==> config.mk <==
export PLATFORM = sky130hd
export DESIGN_NAME = d_drain_arbiter
export DESIGN_NICKNAME = d
export VERILOG_FILES = /design/src/rtl/d_drain_arbiter.sv
export SDC_FILE = /design/constraint.sdc
export NUM_CORES = 1
export LEC_CHECK = 0
export ABC_AREA = 1
export CAP_MARGIN = 30
export CELL_PAD_IN_SITES_DETAIL_PLACEMENT = 0
export CELL_PAD_IN_SITES_GLOBAL_PLACEMENT = 1
export CORE_MARGIN = 2
export CORE_UTILIZATION = 35
export DETAILED_ROUTE_END_ITERATION = 12
export PLACE_DENSITY = 0.9
export SLEW_MARGIN = 20
export SYNTH_ARGS = -nofsm -noshare
export SYNTH_HDL_FRONTEND = slang
export SYNTH_SLANG_ARGS = --single-unit
==> constraint.sdc <==
create_clock -name clk -period 2.15 [get_ports clk]
set_clock_uncertainty 0.15 [all_clocks]
set_input_delay 0.43 -clock clk [delete_from_list [all_inputs] [get_ports clk]]
set_output_delay 0.43 -clock clk [all_outputs]
set_load 0.03 [all_outputs]
==> src/rtl/d_drain_arbiter.sv <==
// Drain arbiter: pops destination FIFOs D0/D1, absorbs their read latency and presents one
// registered valid/ready stream with per-channel delivered-word counters.
// Optional: define DRAIN_STRICT_PRIO_EN for strict D0 priority instead of round-robin.
module d_drain_arbiter #(
    parameter int unsigned DATA_SIZE = 6,
    parameter int unsigned CNT_W     = 8
) (
    input  logic                 clk,
    input  logic                 reset_L,
    input  logic                 fifo_empty_d0,
    input  logic                 fifo_empty_d1,
    input  logic [DATA_SIZE-1:0] data_out_0_cond,
    input  logic [DATA_SIZE-1:0] data_out_1_cond,
    output logic                 pop_d0,
    output logic                 pop_d1,
    input  logic                 out_ready,
    output logic                 valid_out,
    output logic [DATA_SIZE-1:0] data_out,
    output logic                 chan_out,
    output logic [CNT_W-1:0]     count_d0,
    output logic [CNT_W-1:0]     count_d1
);

    typedef enum logic [0:0] {StIdle, StWait} state_t;

    state_t state_q;
    logic   last_q;
    logic   sel_q;
    logic   slot_free;
    logic   any_ready;
    logic   pick;
    logic   pop_any;
    logic   transfer;

    always_comb begin
        // The slot must be free at the pop edge so a capture never collides with a held word.
        slot_free = !valid_out || out_ready;
        any_ready = !fifo_empty_d0 || !fifo_empty_d1;
`ifdef DRAIN_STRICT_PRIO_EN
        pick = fifo_empty_d0;
`else
        if (!fifo_empty_d0 && !fifo_empty_d1) begin
            pick = !last_q;
        end else begin
            pick = fifo_empty_d0;
        end
`endif
        pop_any  = reset_L && (state_q == StIdle) && slot_free && any_ready;
        pop_d0   = pop_any && !pick;
        pop_d1   = pop_any && pick;
        transfer = valid_out && out_ready;
    end

    always_ff @(posedge clk or negedge reset_L) begin
        if (!reset_L) begin
            state_q   <= StIdle;
            last_q    <= 1'b1;
            sel_q     <= 1'b0;
            valid_out <= 1'b0;
            data_out  <= '0;
            chan_out  <= 1'b0;
            count_d0  <= '0;
            count_d1  <= '0;
        end else begin
            if (transfer) begin
                valid_out <= 1'b0;
                if (chan_out) begin
                    count_d1 <= count_d1 + CNT_W'(1);
                end else begin
                    count_d0 <= count_d0 + CNT_W'(1);
                end
            end
            unique case (state_q)
                StIdle: begin
                    if (pop_any) begin
                        state_q <= StWait;
                        sel_q   <= pick;
                        last_q  <= pick;
                    end
                end
                StWait: begin
                    state_q   <= StIdle;
                    data_out  <= sel_q ? data_out_1_cond : data_out_0_cond;
                    chan_out  <= sel_q;
                    valid_out <= 1'b1;
                end
            endcase
        end
    end

    pop_onehot_a: assert property (@(posedge clk) disable iff (!reset_L)
        !(pop_d0 && pop_d1));
    no_pop_in_wait_a: assert property (@(posedge clk) disable iff (!reset_L)
        (state_q == StWait) |-> (!pop_d0 && !pop_d1));

endmodule

==> results of run 1 <==
-- cell type report --
| class | count | area share (%) |
|---|---|---|
| tap | 48 | 3.224 |
| inverter | 25 | 5.037 |
| multi-input combinational | 109 | 29.28 |
| sequential | 27 | 36.33 |
| clock buffer | 3 | 2.216 |
| clock inverter | 1 | 0.4030 |
| timing repair buffer | 45 | 23.51 |
-- final timing paths --
path                                          from                       to  slack [ns]  cells past startpoint
max in group asynchronous                  reset_L       last_q$_DFFE_PN1P_        1.06                      2
hold reg to reg            data_out[2]$_DFFE_PN0P_  data_out[2]$_DFFE_PN0P_        0.35                      2
setup / recovery                         out_ready                   pop_d0        0.09                      6
setup reg to reg           count_d0[1]$_DFFE_PN0P_  count_d0[6]$_DFFE_PN0P_        0.76                      6
hold / removal             data_out[2]$_DFFE_PN0P_  data_out[2]$_DFFE_PN0P_        0.35                      2
min in group asynchronous                  reset_L  count_d0[7]$_DFFE_PN0P_        0.50                      2
-- cell usage after synthesis --
cell                      number
sky130_fd_sc_hd__xnor2_1       1
sky130_fd_sc_hd__dfstp_2       1
sky130_fd_sc_hd__nand3_1      16
sky130_fd_sc_hd__nand3_2       2
sky130_fd_sc_hd__nand2_1      42
sky130_fd_sc_hd__ha_1          2
sky130_fd_sc_hd__dfrtp_1      26
sky130_fd_sc_hd__o21ai_0      15
sky130_fd_sc_hd__inv_2         1
sky130_fd_sc_hd__xor2_1        7
sky130_fd_sc_hd__nor2_2        4
sky130_fd_sc_hd__inv_1        24
sky130_fd_sc_hd__nor3_1        1
sky130_fd_sc_hd__nor2_1       17
sky130_fd_sc_hd__nand4_2       1
sky130_fd_sc_hd__nor2_4        1
-- power groups by stage --
stage | combinational (uW) | clock (uW) | sequential [uW]
finish | 832 | 295 | 817
global route | 904 | 331 | 845
CTS | 843 | 308 | 818
detailed placement | 838 | 0 | 828
global placement | 833 | 0 | 825
floorplan | 244 | 0 | 1040
-- kinds of logic (layout without fill, tap and decap cells) --
logic type | Yosys count | in the layout | synth area share [%]
AND/OR/NAND/NOR | 84 | 84 | 28.52
flip-flops | 27 | 27 | 51.43
buffers and inverters | 25 | 74 | 7.129
AO/OA/AOI/OAI | 15 | 15 | 5.703
XOR/XNOR | 8 | 8 | 5.323
adder cells (fa/ha/maj) | 2 | 2 | 1.901
-- tightest hold or removal path, stage by stage, from the launching register on --
cell and delay, ns:
sky130_fd_sc_hd__dfrtp_1 0.36, sky130_fd_sc_hd__nand2_1 0.05, sky130_fd_sc_hd__o21ai_0 0.06
-- metrics by stage --
stage	cells	power, uW
after global routing	258	2080
after CTS	258	1969
after detailed placement	254	1666
final	258	1944
after global placement	254	1658
after floorplan	161	1289
-- routing by layer --
layer,vias up,track usage [%]
met5,-,0
li1,599,-
met4,0,4.948
met1,521,19.63
met3,2,1.541
met2,25,22.45
-- sequential cells by signal, summed over array words and instances, names as in the netlist --
signal	cells
count_d0	8
count_d1	8
data_out	6
chan_out	1
last_q	1
sel_q	1
state_q	1
valid_out	1
==> Flow_metrics.wiki, run 1 <==
{| class="wikitable"
! Metric !! Value
|-
| Count of input and output buffers || 42
|-
| Mean Syn Cell Area || 8.176 um^2
|-
| Worst Setup Start Kind || input pin
|-
| Vias after detailed routing || approximately 1100
|-
| Max Cap Violations || 0
|-
| Setup repair after global routing missed its margin || false
|-
| Global route total overflow || 0
|-
| Share of the core filled with cells || 51.27%
|-
| Highest metal layer with signal wires || met4
|-
| Worst Hold Margin || 0.3473 ns
|-
| Fraction of power consumed by the clock network || roughly 15%
|-
| Top cells by area in the synthesized netlist || sky130_fd_sc_hd__dfrtp_1 49%, sky130_fd_sc_hd__nand2_1 12%, sky130_fd_sc_hd__inv_1 6.8%, sky130_fd_sc_hd__nand3_1 6.1%, sky130_fd_sc_hd__o21ai_0 5.7%
|-
| Rel. slew slack || between 70% and 80%
|-
| Arrival @ worst endpoint || approximately 1.5 ns
|-
| DRC violations left || 0
|-
| Via count of the first global-routing pass || 1031
|-
| Clock Path Buffers || 2
|-
| CP Cell Sequence || clkdlybuf4s50_1 > inv_1 > nand2_1 > nand4_2 > nor3_1 > buf_4
|-
| Antenna diode count || 0
|-
| WS Path Type || in -> out
|-
| Placed instance area || between 1500 and 2000 um^2
|-
| Initial antenna violation count || 0
|-
| Maximum ir drop on the vdd rail || 0.3617 mV
|-
| Slew @ Worst Pin || 0.3353 ns
|-
| Area share of the leading cell type in the synthesized netlist || around half
|-
| Number of clock sinks || 27
|-
| Area of the core || 3633 um^2
|-
| Min-Delay Path Class || reg -> reg
|-
| Sequential share of power || about two fifths
|-
| Drt wl/cell || 10.37 um
|-
| Initial DRC Count || 49
|-
| Final min period || 2.064 ns
|-
| Setup Buffers After CTS || 0
|-
| Number of top-level pins || 43
|-
| Master cell of the clock root buffer || sky130_fd_sc_hd__clkbuf_8
|-
| Final setup violating endpoints || 0
|-
| Sum of negative setup slack || 0 ns
|-
| Slack of the critical path || ~0.086 ns
|-
| Seq/Total Area, Yosys || 51.43%
|-
| Met2 wirelength from detailed routing || 1.272 mm
|-
| Run status || completed
|-
| Most common cell after layout, fill and taps aside || sky130_fd_sc_hd__nand2_1
|-
| Wire length of the first global-routing pass || approximately 4.7 mm
|-
| Combined area of the multi-input logic cells || 545.5 um^2
|-
| Cell Pwr Density || 1044 nW/um^2
|-
| Overall Global Routing Usage || 14.01%
|-
| Worst skew pair latency || ~0.28 ns
|-
| Number of instances resized during post-cts repair || 0
|-
| Fraction of power consumed by combinational cells || 42.8%
|-
| Critical-path top delay cell || sky130_fd_sc_hd__clkdlybuf4s50_1
|-
| Peak per-stage delay on the critical path || between 0.4 and 0.5 ns
|-
| Switch Pwr || between 800 and 900 uW
|-
| Worst EP required || 1.57 ns
|-
| Metal1 wirelength || 1.298 mm
|-
| Site row count || 22
|-
| Final Hold Fails || 0
|-
| First-pass iteration count of the detailed router || 4
|-
| Crit share post-route || 96.00%
|-
| Detailed placer's ending HPWL || 2.008 mm
|-
| Fmax || 0.4845 GHz
|-
| Die Y || 65.33 um
|-
| Syn-to-layout area delta || 41.54%
|-
| Number of warnings reported in the yosys synthesis log || 0
|-
| Top cell type by total area after synthesis || sky130_fd_sc_hd__dfrtp_1
|-
| Die area || approximately 4300 um^2
|-
| Residual antenna-violating net count after detailed routing || 0
|-
| Number of buffers created by CTS || 3
|-
| Peak fanout along the critical path || 3
|-
| Reg clk slew, reported paths || roughly 0.09 ns
|-
| Internal Power || between 1000 and 1500 uW
|-
| Leak || between 0.0008 and 0.0009 uW
|-
| Post-synthesis net count || 180
|-
| Final Max Tran Viols || 0
|-
| Synth cell types || 16
|-
| Filler instances || 374
|-
| Sequential cell area || 676.9 um^2
|-
| Buf+Inv Stages, Crit Path || 3
|-
| Starting Density || 36.23%
|-
| Fraction of power spent switching nets || 41.85%
|-
| Nets || 230
|-
| Count of state elements after synthesis || 27
|-
| Share of layout cells above drive strength 1 || 9.048%
|-
| Setup crit end kind || primary output
|-
| Maximum number of pins on one net before global-route repair || 28
|-
| Synth Instances || 161
|-
| Met3 routed wirelength || 93 um
|-
| Final cell area excluding filler cells || 1863 um^2
|-
| Netlist area before placement || 1316 um^2
|-
| Clock tree from TritonCTS || yes
|-
| Setup WS pre-CTS || 0.06488 ns
|-
| # hold bufs at CTS || 0
|-
| Total length of routed wires || 2.675 mm
|-
| Top cell family by delay on the critical path || buffers and inverters
|-
| Commonest cells after routing, fill and taps aside || 42 x sky130_fd_sc_hd__nand2_1, 40 x sky130_fd_sc_hd__clkdlybuf4s50_1, 26 x sky130_fd_sc_hd__dfrtp_1
|-
| Deepest level of the CTS H-tree || 1
|-
| Routability congestion estimate || 0.7616
|-
| Via density || 4.446
|-
| Die extent in x || around 65 um
|}
Note: power is estimated with default switching activity, not from simulation.
==> run 2: changes to the inputs <==
--- a/config.mk
+++ b/config.mk
@@ -12,6 +12,7 @@
 export CORE_MARGIN = 2
 export CORE_UTILIZATION = 35
 export DETAILED_ROUTE_END_ITERATION = 12
+export MAX_ROUTING_LAYER = met4
 export PLACE_DENSITY = 0.9
 export SLEW_MARGIN = 20
 export SYNTH_ARGS = -nofsm -noshare
==> run 2 against run 1 <==
Largest power group unchanged. Sequential power barely moved. Cell area is the same. Flip-flop and latch count unchanged. Count of clock-buffer cells in the layout stayed put. Via count is the same. Highest routed layer unchanged. Non-clock buffer count stayed put. First-iteration DRC count rose by 6.1%.
==> Flow_metrics.wiki, run 2 (synthesized netlist as in run 1, its figures left out) <==
{| class="wikitable"
! Metric !! Value
|-
| First-pass iteration count of the detailed router || 4 (unchanged)
|-
| Slack of the worst reg-to-reg path || 0.76 ns (about the same)
|-
| End of the worst register-to-register path || count_d0[6]$_DFFE_PN0P_ (unchanged)
|-
| Final setup violating endpoints || 0 (unchanged)
|-
| Maximum ir drop on the vdd rail || 0.3617 mV (about the same)
|-
| Die Y || 65.33 um (unchanged)
|-
| Depth of the worst register-to-register path || 6 (unchanged)
|-
| Deepest level of the CTS H-tree || 1 (unchanged)
|-
| Worst setup path startpoint || out_ready (unchanged)
|-
| Nets || 230 (unchanged)
|-
| Detailed placer's ending HPWL || 2.008 mm (unchanged)
|-
| Area of the core || 3633 um^2 (unchanged)
|-
| Die extent in x || 65.33 um (unchanged)
|-
| Share of the core filled with cells || 51.27% (unchanged)
|-
| Top cell family by delay on the critical path || buffers and inverters (unchanged)
|-
| Run status || completed (unchanged)
|-
| CP Cell Sequence || clkdlybuf4s50_1 > inv_1 > nand2_1 > nand4_2 > nor3_1 > buf_4 (unchanged)
|-
| Initial antenna violation count || 0 (unchanged)
|-
| Leak || 0.0008955 uW (unchanged)
|-
| Worst Setup Start Kind || input pin (unchanged)
|-
| Regs by FF count || count_d0 x8, count_d1 x8, data_out x6 (unchanged)
|-
| Drt wl/cell || 10.36 um (was 10.37 um)
|-
| Antenna diode count || 0 (unchanged)
|-
| Number of instances resized during post-cts repair || 0 (unchanged)
|-
| Routability congestion estimate || 0.7717 (was 0.7616)
|-
| Final Max Tran Viols || 0 (unchanged)
|-
| Master cell of the clock root buffer || sky130_fd_sc_hd__clkbuf_8 (unchanged)
|-
| Number of top-level pins || 43 (unchanged)
|-
| Share of layout cells above drive strength 1 || 9.048% (unchanged)
|-
| Vias after detailed routing || 1147 (unchanged)
|-
| Clock tree from TritonCTS || yes (unchanged)
|-
| Min-Delay Path Class || reg -> reg (unchanged)
|-
| Buf+Inv Stages, Crit Path || 3 (unchanged)
|-
| Fmax || 0.4845 GHz (unchanged)
|-
| Via density || 4.446 (unchanged)
|-
| Residual antenna-violating net count after detailed routing || 0 (unchanged)
|-
| Beginning of the worst register-to-register path || count_d0[1]$_DFFE_PN0P_ (unchanged)
|-
| Critical-path top delay cell || sky130_fd_sc_hd__clkdlybuf4s50_1 (unchanged)
|-
| Filler instances || 374 (unchanged)
|-
| Crit share post-route || 96.00% (unchanged)
|-
| Via count of the first global-routing pass || 1030 (was 1031)
|-
| Arrival @ worst endpoint || 1.48 ns (about the same)
|-
| Most common cell after layout, fill and taps aside || sky130_fd_sc_hd__nand2_1 (unchanged)
|-
| # hold bufs at CTS || 0 (unchanged)
|-
| Initial DRC Count || 52 (was 49)
|-
| Slew @ Worst Pin || 0.3353 ns (about the same)
|-
| Cell Pwr Density || 1044 nW/um^2 (unchanged)
|-
| Path length in cells of the critical path || 6 (unchanged)
|-
| Syn-to-layout area delta || 41.54% (unchanged)
|-
| Peak fanout along the critical path || 3 (unchanged)
|-
| Global route total overflow || 0 (unchanged)
|-
| Setup Buffers After CTS || 0 (unchanged)
|-
| Maximum number of pins on one net before global-route repair || 28 (unchanged)
|-
| Final min period || 2.064 ns (unchanged)
|-
| Rel. slew slack || 77.65% (about the same)
|-
| Clock Path Buffers || 2 (unchanged)
|-
| Sum of negative setup slack || 0 ns (unchanged)
|-
| Max Cap Violations || 0 (unchanged)
|-
| Reg clk slew, reported paths || 0.09 ns (about the same)
|-
| Wire length of the first global-routing pass || 4.664 mm (was 4.657 mm)
|-
| Final Hold Fails || 0 (unchanged)
|-
| Setup repair after global routing missed its margin || false (unchanged)
|-
| Commonest cells after routing, fill and taps aside || 42 x sky130_fd_sc_hd__nand2_1, 40 x sky130_fd_sc_hd__clkdlybuf4s50_1, 26 x sky130_fd_sc_hd__dfrtp_1 (unchanged)
|-
| Number of clock sinks || 27 (unchanged)
|-
| Worst EP required || 1.57 ns (about the same)
|-
| Total length of routed wires || 2.673 mm (was 2.675 mm)
|-
| DRC violations left || 0 (unchanged)
|-
| Number of buffers created by CTS || 3 (unchanged)
|-
| Peak per-stage delay on the critical path || 0.47 ns (about the same)
|-
| WS Path Type || in -> out (unchanged)
|-
| Overall Global Routing Usage || 14.39% (was 14.01%)
|-
| Timing endpoint of the critical path || pop_d0 (unchanged)
|-
| Setup crit end kind || primary output (unchanged)
|-
| Count of input and output buffers || 42 (unchanged)
|-
| Die area || 4267 um^2 (unchanged)
|-
| Starting Density || 36.23% (unchanged)
|-
| Site row count || 22 (unchanged)
|-
| Worst skew pair latency || 0.27 ns (was 0.28 ns)
|}
[run 2: cell counts in the layout (fill, tap and decap cells not counted)]
No cell type changed its count.
[run 2: how the worst min path moves through the flow]
stage / from / end / slack [ns] / depth (start not counted)
after floorplan: reset_L / chan_out$_DFFE_PN0P_ / -0.02 / 0
after global placement: data_out[5]$_DFFE_PN0P_ / data_out[5]$_DFFE_PN0P_ / 0.32 / 2
after detailed placement: data_out[2]$_DFFE_PN0P_ / data_out[2]$_DFFE_PN0P_ / 0.33 / 2
after CTS: data_out[2]$_DFFE_PN0P_ / data_out[2]$_DFFE_PN0P_ / 0.35 / 2
after global routing: last_q$_DFFE_PN1P_ / last_q$_DFFE_PN1P_ / 0.37 / 2
final: data_out[2]$_DFFE_PN0P_ / data_out[2]$_DFFE_PN0P_ / 0.35 / 2
[run 2: layer usage]
layer / global-route usage (%) / vias to the layer above / part of all wire (%)
met5: - / - / 0
met4: 4.948 / 0 / 1.6
met3: 1.541 / 4 / 3.4
met2: 22.45 / 25 / 46
met1: 19.63 / 519 / 48
li1: - / 599 / -
[run 2: report_power, final]
part / total (uW) / switching [uW] / internal (uW)
Combinational: 832 / 480 / 352
Clock: 295 / 164 / 132
Sequential: 817 / 170 / 647
Total: 1940 / 814 / 1130
[run 2: cell type report]
| cell class | instances | area (um^2) | share of cell area [%] |
|---|---|---|---|
| clock buffer | 3 | 41.29 | 2.216 |
| sequential | 27 | 676.9 | 36.33 |
| inverter | 25 | 93.84 | 5.037 |
| clock inverter | 1 | 7.507 | 0.4030 |
| multi-input combinational | 109 | 545.5 | 29.28 |
| timing repair buffer | 45 | 437.9 | 23.51 |
| tap | 48 | 60.06 | 3.224 |
[run 2: metrics by stage]
stage	hold WS [ns]	cells	setup slack [ns]	instance area (um^2)	power (uW)
after global placement	0.3188	254	0.09213	1814	1658
final	0.3473	258	0.08600	1863	1944
after detailed placement	0.3282	254	0.06488	1814	1666
after global routing	0.3699	258	0.01644	1863	2080
after floorplan	-0.01559	161	0.08105	1316	1289
after CTS	0.3521	258	0.06194	1863	1969
[run 2: tightest hold or removal path, stage by stage, from the launching register on]
cell	delay, ns
sky130_fd_sc_hd__dfrtp_1	0.36
sky130_fd_sc_hd__nand2_1	0.05
sky130_fd_sc_hd__o21ai_0	0.06
